===== config.mk =====
export PLATFORM = sky130hd
export DESIGN_NAME = dot_product_seq_flat
export DESIGN_NICKNAME = d
export VERILOG_FILES = /design/src/rtl/dot_product_seq_if.sv /design/src/rtl/dot_product_seq.sv /design/src/flat_wrapper.sv
export SDC_FILE = /design/constraint.sdc
export NUM_CORES = 1
export LEC_CHECK = 0
export ABC_AREA = 1
export CORE_MARGIN = 3
export CORE_UTILIZATION = 51
export DETAILED_ROUTE_END_ITERATION = 8
export PLACE_DENSITY = 0.8
export SLEW_MARGIN = 30
export SYNTH_ARGS = -nofsm -noshare
export SYNTH_HDL_FRONTEND = slang
export SYNTH_SLANG_ARGS = --single-unit

===== constraint.sdc =====
create_clock -name clk -period 2.6 [get_ports clk]
set_input_delay 0.26 -clock clk [delete_from_list [all_inputs] [get_ports clk]]
set_output_delay 0.26 -clock clk [all_outputs]
set_load 0.03 [all_outputs]

===== src/rtl/dot_product_seq_if.sv =====
// Bundles the operand stream, the result stream and the multiplier call port of
// dot_product_seq. The slave modport is the sequencer's view.
interface dot_product_seq_if #(
    parameter int unsigned WIDTH     = 32,
    parameter int unsigned ACC_WIDTH = 40,
    parameter int unsigned CNT_WIDTH = 16
);
    logic                 in_valid;
    logic                 in_ready;
    logic [WIDTH-1:0]     in_a;
    logic [WIDTH-1:0]     in_b;
    logic                 in_last;

    logic                 out_valid;
    logic                 out_ready;
    logic [ACC_WIDTH-1:0] out_sum;
    logic [CNT_WIDTH-1:0] out_count;
    logic                 out_error;

    logic                 g_start;
    logic [WIDTH-1:0]     g_a;
    logic [WIDTH-1:0]     g_b;
    logic [WIDTH-1:0]     g_result;
    logic                 g_done;

    modport slave (
        input  in_valid, in_a, in_b, in_last, out_ready, g_result, g_done,
        output in_ready, out_valid, out_sum, out_count, out_error, g_start, g_a, g_b
    );

    modport master (
        output in_valid, in_a, in_b, in_last, out_ready, g_result, g_done,
        input  in_ready, out_valid, out_sum, out_count, out_error, g_start, g_a, g_b
    );
endinterface


===== src/rtl/dot_product_seq.sv =====
// Dot-product sequencer: issues one multiplier call per operand pair, accumulates
// the products and emits one sum per vector; a watchdog aborts a stalled call.
module dot_product_seq #(
    parameter int unsigned WIDTH     = 32,
    parameter int unsigned ACC_WIDTH = 40,
    parameter int unsigned CNT_WIDTH = 16,
    parameter int unsigned TIMEOUT   = 64
) (
    input  logic             clk,
    input  logic             reset,
    dot_product_seq_if.slave bus
);
    localparam int unsigned WD_WIDTH = $clog2(TIMEOUT);

    typedef enum logic [2:0] {
        S_IDLE,
        S_CALL,
        S_WAIT,
        S_EMIT,
        S_DRAIN
    } state_e;

    state_e               state_q,     state_d;
    logic                 g_start_q,   g_start_d;
    logic [WIDTH-1:0]     g_a_q,       g_a_d;
    logic [WIDTH-1:0]     g_b_q,       g_b_d;
    logic [ACC_WIDTH-1:0] acc_q,       acc_d;
    logic [CNT_WIDTH-1:0] cnt_q,       cnt_d;
    logic [WD_WIDTH-1:0]  wd_q,        wd_d;
    logic                 last_q,      last_d;
    logic                 drain_q,     drain_d;
    logic                 out_valid_q, out_valid_d;
    logic [ACC_WIDTH-1:0] out_sum_q,   out_sum_d;
    logic [CNT_WIDTH-1:0] out_count_q, out_count_d;
    logic                 out_error_q, out_error_d;

    logic [ACC_WIDTH-1:0] acc_sum;
    logic [CNT_WIDTH-1:0] cnt_inc;

    // Products are unsigned 32-bit values; zero-extend into the accumulator.
    assign acc_sum = acc_q + ACC_WIDTH'(bus.g_result);
    assign cnt_inc = cnt_q + CNT_WIDTH'(1);

    assign bus.in_ready  = (state_q == S_IDLE) || (state_q == S_DRAIN);
    assign bus.out_valid = out_valid_q;
    assign bus.out_sum   = out_sum_q;
    assign bus.out_count = out_count_q;
    assign bus.out_error = out_error_q;
    assign bus.g_start   = g_start_q;
    assign bus.g_a       = g_a_q;
    assign bus.g_b       = g_b_q;

    always_ff @(posedge clk) begin
        if (reset) begin
            state_q     <= S_IDLE;
            g_start_q   <= 1'b0;
            g_a_q       <= '0;
            g_b_q       <= '0;
            acc_q       <= '0;
            cnt_q       <= '0;
            wd_q        <= '0;
            last_q      <= 1'b0;
            drain_q     <= 1'b0;
            out_valid_q <= 1'b0;
            out_sum_q   <= '0;
            out_count_q <= '0;
            out_error_q <= 1'b0;
        end else begin
            state_q     <= state_d;
            g_start_q   <= g_start_d;
            g_a_q       <= g_a_d;
            g_b_q       <= g_b_d;
            acc_q       <= acc_d;
            cnt_q       <= cnt_d;
            wd_q        <= wd_d;
            last_q      <= last_d;
            drain_q     <= drain_d;
            out_valid_q <= out_valid_d;
            out_sum_q   <= out_sum_d;
            out_count_q <= out_count_d;
            out_error_q <= out_error_d;
        end
    end

    always_comb begin
        state_d     = state_q;
        g_start_d   = g_start_q;
        g_a_d       = g_a_q;
        g_b_d       = g_b_q;
        acc_d       = acc_q;
        cnt_d       = cnt_q;
        wd_d        = wd_q;
        last_d      = last_q;
        drain_d     = drain_q;
        out_valid_d = out_valid_q;
        out_sum_d   = out_sum_q;
        out_count_d = out_count_q;
        out_error_d = out_error_q;

        unique case (state_q)
            S_IDLE: begin
                if (bus.in_valid) begin
                    g_a_d     = bus.in_a;
                    g_b_d     = bus.in_b;
                    last_d    = bus.in_last;
                    g_start_d = 1'b1;
                    state_d   = S_CALL;
                end
            end
            S_CALL: begin
                g_start_d = 1'b0;
                wd_d      = '0;
                state_d   = S_WAIT;
            end
            S_WAIT: begin
                // A done on the final watchdog cycle still counts as an answer.
                if (bus.g_done) begin
                    acc_d = acc_sum;
                    cnt_d = cnt_inc;
                    if (last_q) begin
                        out_valid_d = 1'b1;
                        out_sum_d   = acc_sum;
                        out_count_d = cnt_inc;
                        out_error_d = 1'b0;
                        drain_d     = 1'b0;
                        state_d     = S_EMIT;
                    end else begin
                        state_d = S_IDLE;
                    end
                end else if (wd_q == WD_WIDTH'(TIMEOUT - 1)) begin
                    out_valid_d = 1'b1;
                    out_sum_d   = acc_q;
                    out_count_d = cnt_q;
                    out_error_d = 1'b1;
                    drain_d     = !last_q;
                    state_d     = S_EMIT;
                end else begin
                    wd_d = wd_q + WD_WIDTH'(1);
                end
            end
            S_EMIT: begin
                if (bus.out_ready) begin
                    out_valid_d = 1'b0;
                    out_error_d = 1'b0;
                    acc_d       = '0;
                    cnt_d       = '0;
                    drain_d     = 1'b0;
                    state_d     = drain_q ? S_DRAIN : S_IDLE;
                end
            end
            S_DRAIN: begin
                if (bus.in_valid && bus.in_last) begin
                    state_d = S_IDLE;
                end
            end
            default: state_d = S_IDLE;
        endcase
    end
endmodule


===== src/flat_wrapper.sv =====
// flat-port wrapper written by rule: the top's interface ports become plain ports
module dot_product_seq_flat 
#(
    parameter int unsigned WIDTH     = 32,
    parameter int unsigned ACC_WIDTH = 40,
    parameter int unsigned CNT_WIDTH = 16,
    parameter int unsigned TIMEOUT   = 64
)
  (clk, reset, bus_in_valid, bus_in_a, bus_in_b, bus_in_last, bus_out_ready, bus_g_result, bus_g_done, bus_in_ready, bus_out_valid, bus_out_sum, bus_out_count, bus_out_error, bus_g_start, bus_g_a, bus_g_b);
  dot_product_seq_if #(.WIDTH(WIDTH), .ACC_WIDTH(ACC_WIDTH), .CNT_WIDTH(CNT_WIDTH)) bus_i ();
  input  logic clk;
  input  logic reset;
  input wire logic [$bits(bus_i.in_valid)-1:0] bus_in_valid;
  input wire logic [$bits(bus_i.in_a)-1:0] bus_in_a;
  input wire logic [$bits(bus_i.in_b)-1:0] bus_in_b;
  input wire logic [$bits(bus_i.in_last)-1:0] bus_in_last;
  input wire logic [$bits(bus_i.out_ready)-1:0] bus_out_ready;
  input wire logic [$bits(bus_i.g_result)-1:0] bus_g_result;
  input wire logic [$bits(bus_i.g_done)-1:0] bus_g_done;
  output wire logic [$bits(bus_i.in_ready)-1:0] bus_in_ready;
  output wire logic [$bits(bus_i.out_valid)-1:0] bus_out_valid;
  output wire logic [$bits(bus_i.out_sum)-1:0] bus_out_sum;
  output wire logic [$bits(bus_i.out_count)-1:0] bus_out_count;
  output wire logic [$bits(bus_i.out_error)-1:0] bus_out_error;
  output wire logic [$bits(bus_i.g_start)-1:0] bus_g_start;
  output wire logic [$bits(bus_i.g_a)-1:0] bus_g_a;
  output wire logic [$bits(bus_i.g_b)-1:0] bus_g_b;
  assign bus_i.in_valid = bus_in_valid;
  assign bus_i.in_a = bus_in_a;
  assign bus_i.in_b = bus_in_b;
  assign bus_i.in_last = bus_in_last;
  assign bus_i.out_ready = bus_out_ready;
  assign bus_i.g_result = bus_g_result;
  assign bus_i.g_done = bus_g_done;
  assign bus_in_ready = bus_i.in_ready;
  assign bus_out_valid = bus_i.out_valid;
  assign bus_out_sum = bus_i.out_sum;
  assign bus_out_count = bus_i.out_count;
  assign bus_out_error = bus_i.out_error;
  assign bus_g_start = bus_i.g_start;
  assign bus_g_a = bus_i.g_a;
  assign bus_g_b = bus_i.g_b;
  dot_product_seq #(.WIDTH(WIDTH), .ACC_WIDTH(ACC_WIDTH), .CNT_WIDTH(CNT_WIDTH), .TIMEOUT(TIMEOUT)) u_core (.clk(clk), .reset(reset), .bus(bus_i));
endmodule

After elaboration in Yosys (flattened, before gate mapping). Index checks and enable logic that the tools add are counted.

Logic and storage cells: 81. Register bits after elaboration: 190. Bits of input ports: 102. Output and inout bits: 124.

Equality and inequality tests: 14. Reductions and logical operators: 15. $add $sub $neg: 3. Muxes and demuxes: 36.

Operator list (count): $mux W40 (5); $mux W16 (5); $pmux W40 S2 (1); $add A40 B32 Y40 (1); $pmux W16 S2 (1); $mux W3 (6); $add A16 B1 Y16 const B (1); $pmux W3 S5 (1); $mux W6 (2); $ne A2 B2 Y1 const B (6); $pmux W6 S2 (1); $mux W1 (9); $reduce_and A3 Y1 (3); $pmux W1 S2 (4); $reduce_and A4 Y1 (2); $reduce_bool A2 Y1 (4); $add A6 B1 Y6 const B (1); $eq A3 B2 Y1 const B (2); $eq A6 B6 Y1 const B (1); $ne A3 B2 Y1 const B (2); $reduce_and A2 Y1 (2); $eq A3 B1 Y1 const B (1); $eq A3 B3 Y1 const B (1); $logic_not A3 Y1 (1); other kinds (5) (5).

Logic depth before layout (Yosys ltp). Gate-level depths: netlist of run 1.

Word-level depth: 4. Mapped depth: 15. Gate-level depth less buffers: 15.

Least setup slack after synthesis of run 1. OpenSTA, ideal clock, no wires.

Kind: flip-flop to flip-flop. Start: register u_core.acc_q[0]. End: register u_core.acc_q[16]. Arrival time: 1.852 ns. Stages on the path, launching flop included: 12. Path buffers: 0. Path slack: 0.616 ns. Cells stage by stage: dfxtp_1 > ha_1 > fa_1 > nand3_1 > nand3_1 > nand2_1 > nand3_1 > nand2_1 > nand2_1 > or2_2 > nand3_1 > a21oi_1.

Cells in the longest elaborated chain, start to end: 3.

RTL lines: start: declaration (RTL line dot_product_seq.sv:27) `logic [ACC_WIDTH-1:0] acc_q, acc_d;`; start signal: assignment (RTL line dot_product_seq.sv:59) `acc_q <= '0;`; start signal: assignment (RTL line dot_product_seq.sv:73) `acc_q <= acc_d;`; $add A40 B32 Y40 (RTL line dot_product_seq.sv:41) `assign acc_sum = acc_q + ACC_WIDTH'(bus.g_result);`; $mux W40 (RTL line dot_product_seq.sv:117) `if (bus.g_done) begin`; $pmux W40 S2 (RTL line dot_product_seq.sv:100) `unique case (state_q)`.

No other way between the ends. The select of a mux whose other input is x is not followed. A chain may end at the register's enable or synchronous reset.

Worst setup path in the final report of run 1.
Start: register u_core.acc_q[0]. End: register u_core.out_sum_q[24], in the netlist u_core.bus.out_sum[24].

Cells in the longest elaborated chain, start to end: 3.

RTL lines: $add A40 B32 Y40 (RTL line dot_product_seq.sv:41); $mux W40 (RTL line dot_product_seq.sv:120) `if (last_q) begin`; $mux W40 (RTL line dot_product_seq.sv:117); end signal: assignment (RTL line dot_product_seq.sv:79) `out_sum_q <= out_sum_d;`; end: declaration (RTL line dot_product_seq.sv:33) `logic [ACC_WIDTH-1:0] out_sum_q, out_sum_d;`.

No other way between the ends. The select of a mux whose other input is x is not followed.

==> results of run 1 <==
## flip-flops by register name (all words and copies together) (netlist names)
register,count
u_core.acc_q,40
u_core.bus.g_a,32
u_core.bus.g_b,32
u_core.bus.g_start,1
u_core.bus.out_count,16
u_core.bus.out_error,1
u_core.bus.out_sum,40
u_core.bus.out_valid,1
u_core.cnt_q,16
u_core.drain_q,1
u_core.last_q,1
u_core.state_q,3
u_core.wd_q,6
## critical path, delay by kind of cell (launching register included)
family | cells | cell delay [ns]
and+or+nand+nor | 11 | 1.05
adders and majority gates | 2 | 0.65
DFF | 1 | 0.33
AOI/OAI and AO/OA | 1 | 0.06
## worst min-delay path by stage
stage,to,slack (ns),start,depth (start not counted)
detailed placement,u_core.wd_q[5],0.44,u_core.wd_q[5],1
global placement,u_core.wd_q[5],0.44,u_core.wd_q[5],1
floorplan,u_core.bus.g_a[16],0.39,bus_in_a[16],2
CTS,u_core.state_q[1],0.29,bus_g_done,4
global route,u_core.state_q[1],0.35,bus_g_done,4
finish,u_core.state_q[1],0.30,bus_g_done,4
## metrics by stage
stage          setup WS, ns  util [%]  TNS [ns]
6_report              0.343      68.5         0
3_3_place_gp         0.0456      65.5         0
2_1_floorplan         0.616         -         0
4_1_cts               0.349      68.5         0
3_5_place_dp       -0.00555      65.5  -0.00989
5_1_grt               0.146      68.5         0
## cells by family (layout without fill, tap and decap cells)
family / count (synthesis) / after routing / share of synthesized area (%)
AND/OR/NAND/NOR: 790 / 790 / 31.8
AO/OA/AOI/OAI: 317 / 317 / 16.0
buffers and inverters: 221 / 445 / 8.43
flip-flops: 190 / 190 / 37.0
adder cells (fa/ha/maj): 35 / 35 / 4.33
XOR/XNOR: 28 / 28 / 2.39
## layout by cell type, fill, tap and decap left out, types with 3 or more instances in the layout
| master | instances |
|---|---|
| o21ai_1 | 4 |
| inv_1 | 142 |
| nand3_1 | 78 |
| nor2_4 | 3 |
| o21ai_0 | 112 |
| a31oi_1 | 8 |
| buf_4 | 34 |
| inv_8 | 3 |
| dfxtp_1 | 190 |
| or2_2 | 7 |
| xnor2_1 | 7 |
| nand4_1 | 5 |
| nor4_1 | 6 |
| clkbuf_16 | 17 |
| nor2_1 | 223 |
| inv_2 | 9 |
| nor2_2 | 5 |
| o22ai_1 | 6 |
| xor2_1 | 21 |
| nand3_2 | 4 |
| inv_6 | 4 |
| a21oi_1 | 174 |
| nand2_1 | 429 |
| o211ai_1 | 4 |
| nand2_2 | 8 |
| clkdlybuf4s50_1 | 223 |
| ha_1 | 34 |
| nor3_1 | 11 |
## cells in the mapped netlist, drive strengths merged
| cell | instances |
|---|---|
| a21o | 1 |
| fa | 1 |
| clkbuf | 42 |
| a21oi | 176 |
| o211a | 1 |
| a31o | 2 |
| o22ai | 6 |
| nor4 | 8 |
| nor3b | 1 |
| or2 | 8 |
| xnor2 | 7 |
| nor2 | 231 |
| clkinv | 2 |
| o21bai | 1 |
| inv | 151 |
| nand3b | 2 |
| o21ai | 117 |
| ha | 34 |
| xor2 | 21 |
| a31oi | 8 |
| a211oi | 1 |
| o211ai | 4 |
| nand3 | 82 |
| nor3 | 14 |
| buf | 26 |
| dfxtp | 190 |
| and2 | 2 |
| nand4 | 5 |
| nand2 | 437 |
## routing by layer
layer | wire (um) | vias up | share of wire [%]
li1 | - | 5504 | -
met1 | 13800 | 5071 | 43
met2 | 14700 | 368 | 46
met3 | 2720 | 53 | 8.5
met4 | 806 | 2 | 2.5
met5 | 7 | - | 0.022
## cell type report
cell class / instances / share of cell area (%)
tap: 265 / 2.46
clock inverter: 14 / 1.30
sequential: 190 / 28.2
timing repair buffer: 261 / 18.8
inverter: 153 / 4.26
clock buffer: 17 / 3.16
multi-input combinational: 1170 / 41.7
## report_power, final
| part | leakage (nW) | total (mW) | switching (mW) | internal (mW) |
|---|---|---|---|---|
| Combinational | 4.07 | 3.59 | 2.27 | 1.31 |
| Sequential | 1.55 | 3.60 | 0.255 | 3.34 |
| Clock | 0.293 | 2.72 | 1.27 | 1.46 |
==> results.md, run 1 <==
* Met1 usage at 36.6%
* Final setup viols at 0
* H-Tree Depth at 4
* Global-route wire length before repair at 52200 um
* Yosys top cell area share at 37.0%
* Routed via count at 10998
* Vias in the first global route at 10559
* Die Height at 148 um
* DRC Markers at 0
* Met3 Use GR at 9.14%
* Hpwl dp at 23000 um
* Die X at 148 um
* Power per cell area at 735 mW/mm^2
* Tot Pwr at 9.90 mW
* CTS resizes at 0
* RSZ-0062 raised after global routing: no
* Synthesis Warnings at 0
* Fin crit share at 86.8%
* # placed instances at 2039
* Final nets at 1930
* Worst reg2reg startpoint: u_core.acc_q[0]
* CP Launch Point: u_core.acc_q[0]
* Initial core utilization at 52.3%
* Finished Layout Cells at 2070
* Post-CTS setup buffer count at 0
* CP Launch Type: flip-flop
* Inserted Clock Buffers at 17
* Hold Buf Count CTS at 0
* VDD IR max at 538 uV
* Max Freq at 0.443 GHz
* Post-route minimum period at 2.26 ns
* Netlist cell types at 43
* Number of I/O pins at 226
* Vias per cell at 5.31
* Clock transition at path regs at 0.08 ns
* Setup crit end kind: flip-flop
* CP required at 2.88 ns
* Max-cap violations at 0
* Worst-Skew Late Latency at 0.44 ns
* Pin count of the biggest net entering global routing at 83
* FP Rows at 51
* Synth Net Count at 1718
* Crit path cell chain: ha_1 -> fa_1 -> nand3_1 -> nand3_1 -> nand2_1 -> nand3_1 -> nand2_1 -> nand2_1 -> nand2_1 -> nand2_1 -> nand2_1 -> nand3_1 -> nand2_1 -> a21oi_1
* Final Wtd Congestion at 0.946
* Gate Count Post-Synth at 1581
* Full die area at 0.0219 mm^2
* Average instance area after synthesis at 6.50 um^2
* Post-Syn Area at 0.0103 mm^2
* Layout Skew at 0.00940 ns
* Fillcell total at 1787
* Initial antenna violation count at 1
* Hold crit path type: in2reg
* Pre-antenna DRT Iters at 5
* Met2 usage at 47.4%
* Synthesis-to-layout area growth at 31.0%
* Slew Viols, Final at 0
* Slowest Stage Delay on Critical Path at 0.41 ns
* Grt peak-use layer: met2
* DP Area at 0.0129 mm^2
* Worst hold-check slack at 0.301 ns
* Drt wl/cell at 15.5 um
* TritonCTS clock tree: built
* #FFs+latches synth at 190
* CP arrival at 2.54 ns
* GRT Overall Usage at 29.0%
* Register Area at 0.00380 mm^2
* DRT iter0 DRCs at 732
* Synth area leader: dfxtp_1
* CP Class: reg2reg
* Rel. slew slack at 33.6%
* Layout cell share with drive strength beyond 1 at 6.43%
* CTS Root Cell: clkbuf_16
* Port Buffers at 225
* Final Cell Area at 0.0135 mm^2
* # clock sinks at 190
* Status: finished clean
* Clk buf depth at 2
* Detail Route Antenna Nets at 0
* Crit-path max FO at 4
* R2r worst-path depth at 14
* CP max-delay cell: fa_1
* Register area share after synthesis at 37.0%
* Slew @ Worst Pin at 0.996 ns
* Area occupied by multi-input gates at 0.00562 mm^2
* Most frequent cell on the critical path: nand2_1
* Critical path endpoint: u_core.bus.out_sum[24]
* Ant diodes at 0
* Flop2flop setup slack at 0.34 ns
* Core area at 0.0197 mm^2
* Total Wirelength at 32100 um
* Dominant cells by area after synthesis: dfxtp_1, nand2_1, a21oi_1, nor2_1, o21ai_0
* Leak at 5.91 nW
* GR Overflow Total at 0
* Reg2Reg Capture Point: u_core.bus.out_sum[24]
* Hold Fails Final Rpt at 0
Note: power is estimated with default switching activity, not from simulation.
==> run 2, diff against run 1 <==
CELL_PAD_IN_SITES_DETAIL_PLACEMENT = 1   (was default)
CELL_PAD_IN_SITES_GLOBAL_PLACEMENT = 2   (was default)
CORE_UTILIZATION = 27   (was 51)
==> run 2 against run 1 <==
First-iteration DRC count fell by 30%. Flip-flop and latch count did not move. Highest routed layer is now met4. Count of clock-buffer cells in the layout rose by 2. Wire length rose by 27%. Via count rose by 1.0%. Sequential power barely moved. Die area rose by 85%. Hold slack got worse by 0.081 ns. Final area rose by 5.0%. Maximum frequency fell by 4.0%. Combinational power rose by 7.0%. Register-to-register slack got worse by 0.09 ns.
==> results.md, run 2 (same netlist as run 1, synthesis figures left out) <==
* Met3 Use GR at 5.36% (-3.8 points)
* DRC Markers at 0 (unchanged)
* Slowest Stage Delay on Critical Path at 0.41 ns (about the same)
* Slew Viols, Final at 0 (unchanged)
* FP Rows at 70 (+37%)
* Full die area at 0.0405 mm^2 (+85%)
* Initial antenna violation count at 1 (unchanged)
* Post-route minimum period at 2.35 ns (+0.0944 ns)
* Post-CTS setup buffer count at 0 (unchanged)
* Final setup viols at 0 (unchanged)
* R2r worst-path depth at 14 (unchanged)
* Worst-Skew Late Latency at 0.46 ns (+0.02 ns)
* Final nets at 1978 (+2.5%)
* Power per cell area at 717 mW/mm^2 (-2.5%)
* DRT iter0 DRCs at 509 (-30%)
* Routed via count at 11108 (+1.0%)
* Leak at 6.14 nW (+4.0%)
* CP Class: reg2reg
* Setup crit end kind: flip-flop
* Hpwl dp at 30200 um (+31%)
* Initial core utilization at 27.7% (-25 points)
* Core area at 0.0370 mm^2 (+89%)
* Layout cell share with drive strength beyond 1 at 8.85% (+2.4 points)
* GRT Overall Usage at 20.1% (-8.9 points)
* CTS Root Cell: clkbuf_16
* Synthesis-to-layout area growth at 37.5%
* Reg2Reg Capture Point: u_core.bus.out_sum[28]
* Crit-path max FO at 4 (unchanged)
* CP arrival at 2.65 ns (+0.11 ns)
* Slew @ Worst Pin at 0.911 ns (-0.0849 ns)
* Hold Fails Final Rpt at 0 (unchanged)
* Clk buf depth at 2 (unchanged)
* Worst setup margin at 0.248 ns (-0.0944 ns)
* Vias in the first global route at 11646 (+10%)
* VDD IR max at 461 uV (-14%)
* Max-cap violations at 0 (unchanged)
* Global-route wire length before repair at 65100 um (+25%)
* Worst hold endpoint: u_core.bus.out_count[11]
* RSZ-0062 raised after global routing: no
* Grt peak-use layer: met2
* Hold crit path type: in2reg
* Drt wl/cell at 17.2 um (+11%)
* CTS resizes at 0 (unchanged)
* Pin count of the biggest net entering global routing at 83 (unchanged)
* Fin crit share at 90.4% (+3.6 points)
* Layout Skew at 0.0133 ns (+0.00391 ns)
* Hold depth at 3 (-1)
* Detail Route Antenna Nets at 0 (unchanged)
* Met1 usage at 26.4% (-10 points)
* Hold Path Origin: bus_g_done
* Fillcell total at 4707 (+160%)
* Port Buffers at 225 (unchanged)
* CP required at 2.90 ns (+0.02 ns)
* Vias per cell at 4.71 (-11%)
* # clock sinks at 190 (unchanged)
* Hold Buf Count CTS at 0 (unchanged)
* CP max-delay cell: dfxtp_1
* Number of I/O pins at 226 (unchanged)
* Max Freq at 0.425 GHz (-4.0%)
* DP Worst Slack at -0.0938 ns (-0.0883 ns)
* Met2 usage at 33.4% (-14 points)
* TritonCTS clock tree: built
* GR Overflow Total at 0 (unchanged)
* Worst reg2reg startpoint: u_core.acc_q[10]
* Flop2flop setup slack at 0.25 ns (-0.09 ns)
* Die X at 201 um (+36%)
* Status: finished clean
* Most common cell after layout, fill and taps aside: nand2_1
* Inserted Clock Buffers at 17 (unchanged)
* Die Height at 201 um (+36%)
* CP Launch Type: flip-flop
* Layout Utilization at 38.2% (-30 points)
* H-Tree Depth at 4 (unchanged)
* Most frequent cells in the layout: nand2_1, nor2_1, clkdlybuf4s50_1
* Clock transition at path regs at 0.08 ns (about the same)
* Most frequent cell on the critical path: nand2_1
* Rel. slew slack at 39.3% (+5.7 points)
* Final Wtd Congestion at 0.847 (-10%)
* Pre-antenna DRT Iters at 4 (-1)
* Total Wirelength at 40600 um (+27%)
* Crit path cell chain: ha_1 -> buf_4 -> nand2_1 -> inv_1 -> a21oi_1 -> nand2_1 -> nand2_1 -> nand3_1 -> nand2_1 -> nand2_1 -> nand2_1 -> nand3_1 -> nand2_1 -> a21oi_1
## run 2: through the flow
step                      hold slack, ns  setup TNS [ns]  power, mW  area (um^2)  cells
after floorplan                    0.395               0       5.79        10300   1581
after global placement             0.442          -0.162       7.48        13500   2326
after detailed placement           0.445          -0.604       7.53        13500   2326
after CTS                          0.194               0       10.3        14100   2358
after global routing               0.210               0       10.8        14100   2358
final                              0.219               0       10.1        14100   2359
## run 2: worst max-delay path by stage
stage	cells past startpoint	startpoint	to	slack, ns
after global routing	14	u_core.acc_q[10]	u_core.bus.out_sum[28]	0.01
after floorplan	11	u_core.acc_q[0]	u_core.acc_q[16]	0.62
after CTS	10	u_core.wd_q[0]	u_core.bus.out_count[3]	0.24
final	14	u_core.acc_q[10]	u_core.bus.out_sum[28]	0.25
after detailed placement	15	bus_g_result[10]	u_core.bus.out_sum[36]	-0.09
after global placement	14	bus_g_result[0]	u_core.bus.out_sum[26]	-0.05
## run 2: critical path: cells and delay by family (launching register included)
family,cells,cell delay [ns]
AND/OR/NAND/NOR,9,0.96
flip-flops,1,0.41
AO/OA/AOI/OAI,2,0.34
adder cells (fa/ha/maj),1,0.29
buffers and inverters,2,0.20
## run 2: report_power, final
part	total, mW	switching (mW)	leakage, nW	internal [mW]
registers	3.60	0.256	1.55	3.34
clock network	2.70	1.38	0.289	1.32
logic	3.84	2.42	4.31	1.42
total	10.1	4.06	6.14	6.07
## run 2: per-layer routing
layer,routed length (um),up-vias
li1,-,5590
met1,19000,5287
met2,18600,203
met3,2500,28
met4,440,0
met5,0,-
## run 2: final cells by class
class | instances | area [um^2] | area share [%]
Multi-Input combinational cell | 1170 | 5620 | 39.8
Clock inverter | 13 | 146 | 1.04
Inverter | 153 | 574 | 4.06
Tap cell | 504 | 631 | 4.46
Sequential cell | 190 | 3800 | 26.9
Antenna cell | 1 | 2.50 | 0.0177
Timing Repair Buffer | 309 | 2910 | 20.6
Clock buffer | 19 | 443 | 3.13
==> run 3, diff against run 2 <==
CAP_MARGIN = 20   (was default)
GPL_ROUTABILITY_DRIVEN = 0   (was default)
PLACE_DENSITY = default   (was 0.8)
PLACE_DENSITY_LB_ADDON = 0.1   (was default)
==> run 3 against run 2 <==
Power down 0.17%. Clock skew down 0.0043 ns. Die area unchanged. Via count down 1.5%. Final cell count down 0.59%. Sequential share of layout area up 0.25 points. Critical path depth down 1. Critical path type unchanged. Largest cell class unchanged.
==> results.md, run 3 (same netlist as run 1, synthesis figures left out) <==
* Worst hold endpoint: u_core.bus.out_error
* # clock sinks at 190 (unchanged)
* Die Height at 201 um (unchanged)
* Power per cell area at 722 mW/mm^2 (+0.76%)
* Post-CTS setup buffer count at 0 (unchanged)
* Full die area at 0.0405 mm^2 (unchanged)
* Layout Skew at 0.00898 ns (-0.00433 ns)
* Largest delay share family, worst path: simple AND/OR/NAND/NOR gates
* CP Buf/Inv Count at 1 (-1)
* Slew @ Worst Pin at 0.828 ns (-0.0823 ns)
* Worst reg2reg startpoint: u_core.acc_q[0]
* Slew Viols, Final at 0 (unchanged)
* VDD IR max at 480 uV (+4.3%)
* GRT Overall Usage at 19.9% (-0.17 points)
* Hold crit path type: in2reg
* Hold depth at 4 (+1)
* Final setup viols at 0 (unchanged)
* TritonCTS clock tree: built
* Most frequent cells in the layout: nand2_1, nor2_1, clkdlybuf4s50_1
* Hpwl dp at 29300 um (-2.9%)
* Fillcell total at 4742 (+0.74%)
* RSZ-0062 raised after global routing: no
* Detail Route Antenna Nets at 0 (unchanged)
* Port Buffers at 225 (unchanged)
* Pre-antenna DRT Iters at 5 (+1)
* Max Freq at 0.443 GHz (+4.3%)
* Layout cell share with drive strength beyond 1 at 8.10% (-0.75 points)
* Leak at 6.07 nW (-1.2%)
* Worst-Skew Late Latency at 0.46 ns (about the same)
* Drt wl/cell at 17.1 um (-0.85%)
* Slowest Stage Delay on Critical Path at 0.41 ns (about the same)
* Met1 usage at 24.2% (-2.1 points)
* Crit-path max FO at 4 (unchanged)
* Most common cell after layout, fill and taps aside: nand2_1
* Worst hold-check slack at 0.158 ns (-0.0617 ns)
* CP Launch Type: flip-flop
* DRC Markers at 0 (unchanged)
* Crit path cell chain: ha_1 -> fa_1 -> nand3_1 -> nand3_1 -> nand4_1 -> nand3_1 -> buf_4 -> nand2_1 -> nand2_1 -> nand2_1 -> nand3_1 -> nand2_1 -> a21oi_1
* Initial core utilization at 27.7% (unchanged)
* Clk buf depth at 2 (unchanged)
* H-Tree Depth at 4 (unchanged)
* Max-cap violations at 0 (unchanged)
* CTS Root Cell: clkbuf_16
* Clock transition at path regs at 0.07 ns (about the same)
* Vias in the first global route at 11753 (+0.92%)
* Fin crit share at 86.7% (-3.7 points)
* Hold Path Origin: bus_g_done
* Synthesis-to-layout area growth at 36.2%
* Setup crit end kind: flip-flop
* CP max-delay cell: fa_1
* CP required at 2.91 ns (about the same)
* Hold Buf Count CTS at 0 (unchanged)
* Post-route minimum period at 2.25 ns (-0.0968 ns)
* Core area at 0.0370 mm^2 (unchanged)
* Met3 Use GR at 6.34% (+0.99 points)
* Inserted Clock Buffers at 17 (unchanged)
* Die X at 201 um (unchanged)
* Hold Fails Final Rpt at 0 (unchanged)
* Number of I/O pins at 226 (unchanged)
* Reg2Reg Capture Point: u_core.bus.out_sum[36]
* Flop2flop setup slack at 0.35 ns (+0.10 ns)
* Routed via count at 10938 (-1.5%)
* Total Wirelength at 40000 um (-1.4%)
* DP Worst Slack at -0.0540 ns (+0.0399 ns)
* Grt peak-use layer: met2
* FP Rows at 70 (unchanged)
* Final nets at 1964 (-0.71%)
* Worst setup margin at 0.345 ns (+0.0968 ns)
* Initial antenna violation count at 2 (+1)
* Global-route wire length before repair at 64300 um (-1.3%)
* Rel. slew slack at 44.8% (+5.5 points)
* CP Class: reg2reg
* Met2 usage at 34.9% (+1.5 points)
* DRT iter0 DRCs at 369 (-28%)
* CP arrival at 2.57 ns (-0.08 ns)
* CTS resizes at 0 (unchanged)
* GR Overflow Total at 0 (unchanged)
* Vias per cell at 4.66 (-0.94%)
* R2r worst-path depth at 13 (-1)
* Status: finished clean
* Pin count of the biggest net entering global routing at 83 (unchanged)
run 3: changes by cell type in the layout (fill, tap and decap cells not counted), sizes merged:
cell    before  now
buf         86   72
bufinv       0    2
clkbuf      19   21
clkinv       8    7
inv        158  155
run 3: per-stage QoR:
stage                     TNS [ns]  std cells  utilization (%)  power [mW]  cell area (um^2)
after floorplan                  0       1581                -        5.79             10300
after global placement      -0.186       2312             36.2        7.41             13400
after detailed placement    -0.232       2312             36.2        7.45             13400
final                            0       2345             37.8        10.1             14000
after CTS                        0       2344             37.8        10.3             14000
after global routing             0       2344             37.8        10.8             14000
run 3: worst reg2reg max path, stage by stage, from the launching register on:
cell     delay [ns]
dfxtp_1        0.33
ha_1           0.22
fa_1           0.41
nand3_1        0.09
nand3_1        0.15
nand4_1        0.14
nand3_1        0.12
buf_4          0.19
nand2_1        0.09
nand2_1        0.06
nand2_1        0.07
nand3_1        0.07
nand2_1        0.12
a21oi_1        0.06
run 3: layer usage:
metal	vias to the layer above	routed length (um)	share of wire [%]
met4	4	312	0.78
met5	-	27	0.067
met1	5169	18100	45
li1	5572	-	-
met3	20	2360	5.9
met2	173	19300	48
run 3: layout make-up:
cell class,instances,area (um^2),area share (%)
repair buffers,295,2780,19.9
flip-flops and latches,190,3800,27.2
clock inverters,11,128,0.911
multi-input cells,1170,5620,40.1
diodes,1,2.50,0.0179
inverters,153,574,4.10
clock buffers,21,460,3.29
well taps,504,631,4.50
run 3: power by group:
group	internal [mW]	leakage, nW	switching, mW
logic	1.38	4.23	2.37
registers	3.34	1.55	0.255
clock network	1.48	0.293	1.29
total	6.20	6.07	3.91
run 3: worst max-delay path by stage:
stage | to | cells after the start | slack, ns | start
after floorplan | u_core.acc_q[16] | 11 | 0.62 | u_core.acc_q[0]
after detailed placement | u_core.bus.out_sum[26] | 17 | -0.05 | bus_g_result[8]
after global placement | u_core.bus.out_sum[26] | 17 | -0.06 | bus_g_result[8]
after global routing | u_core.bus.out_sum[24] | 14 | 0.09 | u_core.acc_q[0]
after CTS | u_core.bus.out_sum[36] | 13 | 0.31 | u_core.acc_q[0]
final | u_core.bus.out_sum[36] | 13 | 0.35 | u_core.acc_q[0]
==> patch: new RTL, config.mk and constraints of run 1 <==
`ACC_WIDTH` is set to 40 in 3 places; all go to 80.
--- a/src/rtl/dot_product_seq_if.sv
+++ b/src/rtl/dot_product_seq_if.sv
@@ -3,5 +3,5 @@
 interface dot_product_seq_if #(
     parameter int unsigned WIDTH     = 32,
-    parameter int unsigned ACC_WIDTH = 40,
+    parameter int unsigned ACC_WIDTH = 80,
     parameter int unsigned CNT_WIDTH = 16
 );
--- a/src/rtl/dot_product_seq.sv
+++ b/src/rtl/dot_product_seq.sv
@@ -3,5 +3,5 @@
 module dot_product_seq #(
     parameter int unsigned WIDTH     = 32,
-    parameter int unsigned ACC_WIDTH = 40,
+    parameter int unsigned ACC_WIDTH = 80,
     parameter int unsigned CNT_WIDTH = 16,
     parameter int unsigned TIMEOUT   = 64
--- a/src/flat_wrapper.sv
+++ b/src/flat_wrapper.sv
@@ -3,5 +3,5 @@
 #(
     parameter int unsigned WIDTH     = 32,
-    parameter int unsigned ACC_WIDTH = 40,
+    parameter int unsigned ACC_WIDTH = 80,
     parameter int unsigned CNT_WIDTH = 16,
     parameter int unsigned TIMEOUT   = 64
Interface: changed (resized bus_out_sum); port bits go from 226 to 266. No check against the original RTL was run, so the function may have changed too.
==> patch against run 1 <==
  * Cell count grew 56%
  * Largest power group unchanged
  * Final area grew 51%
  * First-iteration DRC count up 110%
  * Setup slack worse by 0.15 ns
  * Total power grew 19%
  * Area after synthesis grew 52%
  * Sequential power increased by 29%
  * Global-route usage rose by 3.5 points
  * Clock skew grew 0.0032 ns
  * Clock power up 47%
  * Utilization down 0.32 points
  * Sequential cell count is 80 higher
  * Synthesized cell count is 58% higher
  * Wire length increased by 73%
==> patch: results (changes against run 1) <==
detailed_routing:
  firstDrtPassIters: 9  # +4
  num_vias: 17645  # +60%
  wl_per_cell_um: 17.19  # +11%
  via_per_inst: 5.471  # +3.0%
  drt_iter0_drc: 1531  # +110%
sta:
  hold-worst-slack_ns: 0.03530  # -0.2654 ns
  fmax_ghz: 0.4148  # -6.4%
clocking:
  clockBufferDepth: 3  # +1
  clk_pin_slew_worst_paths_ns: 0.06  # -0.02 ns
  cts_htree_levels: 1  # -3
  clk_latency_ns: 0.58  # +0.14 ns
critical_path:
  crit_fanout: 5  # +1
  reg2reg_slack_ns: 0.19  # -0.15 ns
  cp.arrival_ns: 2.90  # +0.36 ns
final_layout:
  nets: 2957  # +53%
  n_fill_cell: 2707  # +51%
  antenna_cells: 0  # unchanged
  layout-drive-gt1-share: 0.09277  # +0.02850
logic_synthesis:
  synth_compound_area_frac: 0.1520  # -0.008066
  yosysUniqueCellTypes: 47  # +9.3%
  ys_top_cells_by_count: "853 x nand2_1, 358 x a21oi_1, 274 x inv_1"
  synth_xor_area_frac: 0.02360  # -0.0002509
  seq_area_frac_synth: 0.3468  # -0.02316
  syn_inst: 2495  # +58%
  syn_nets: 2632  # +53%
grt:
  grtUsageMet3: 0.06302  # -0.02834
  grt_pass1_wl_um: 88260  # +69%
  grt_use_met1: 0.4207  # +0.05461
  grt_start_max_net_pins: 167  # +100%
  grt_pass1_vias: 16996  # +61%
  grtUsageMet2: 0.5440  # +0.06991
run_status:
  status: "finished clean"
placement:
  io_buffers: 265  # +18%
  post-dp-hpwl_um: 40710  # +77%
  gp_congestion: 1.049  # +11%
  dpl_cell_area_sq_um: 19400  # +51%
  dpl.cell_count: 3178  # +56%
  dp_slack_ns: -0.2177  # -0.2121 ns
pwr:
  leakagePower_nw: 8.691  # +47%
  vdd_ir_drop_max_uv: 637.1  # +18%
[patch: report_power, final]
group	internal [W]	switching [W]
Combinational	0.00114	0.00204
Sequential	0.00444	0.000194
Clock	0.00224	0.00176
Total	0.00783	0.00400
[patch: worst paths after layout]
| check | start | end | depth (start not counted) |
|---|---|---|---|
| worst max-delay path | u_core.acc_q[3] | u_core.bus.out_sum[71] | 15 |
| worst min-delay path | bus_in_valid | u_core.bus.g_a[26] | 3 |
| worst max register to register | u_core.acc_q[3] | u_core.bus.out_sum[71] | 15 |
| worst min register to register | u_core.bus.g_start | u_core.bus.g_start | 2 |
[patch: layout make-up]
class                      instances  area, sq um  area share
clock buffer                      43        849.6     0.04169
timing repair buffer             403         3755      0.1843
tap                              390        488.0     0.02395
inverter                         288         1082     0.05311
sequential                       270         5405      0.2653
clock inverter                     4        45.04    0.002210
multi-input combinational       1827         8752      0.4295
[patch: layer usage]
layer / wire (um) / up-vias
met5: 0 / -
met4: 1942 / 0
met3: 4695 / 113
met2: 25510 / 706
met1: 23290 / 8167
li1: - / 8659
[patch: timing repair]
item,in CTS,in global routing
setup buffers,0,0
hold buffers,0,0
endpoints found under the setup margin,0,30
gates resized for setup,0,21
[patch: worst max-delay path: stages, from the launching register on]
cell and delay (ns):
dfxtp_1 0.33, ha_1 0.38, nand2_1 0.12, nor2_1 0.20, nand3_1 0.12, nand2_2 0.16
nand2_1 0.09, nand3_2 0.11, nand2_1 0.15, nand2_2 0.15, nand2_1 0.06, nand2_1 0.10
nand2_1 0.08, nand2_1 0.06, nand2_1 0.07, a21oi_1 0.14
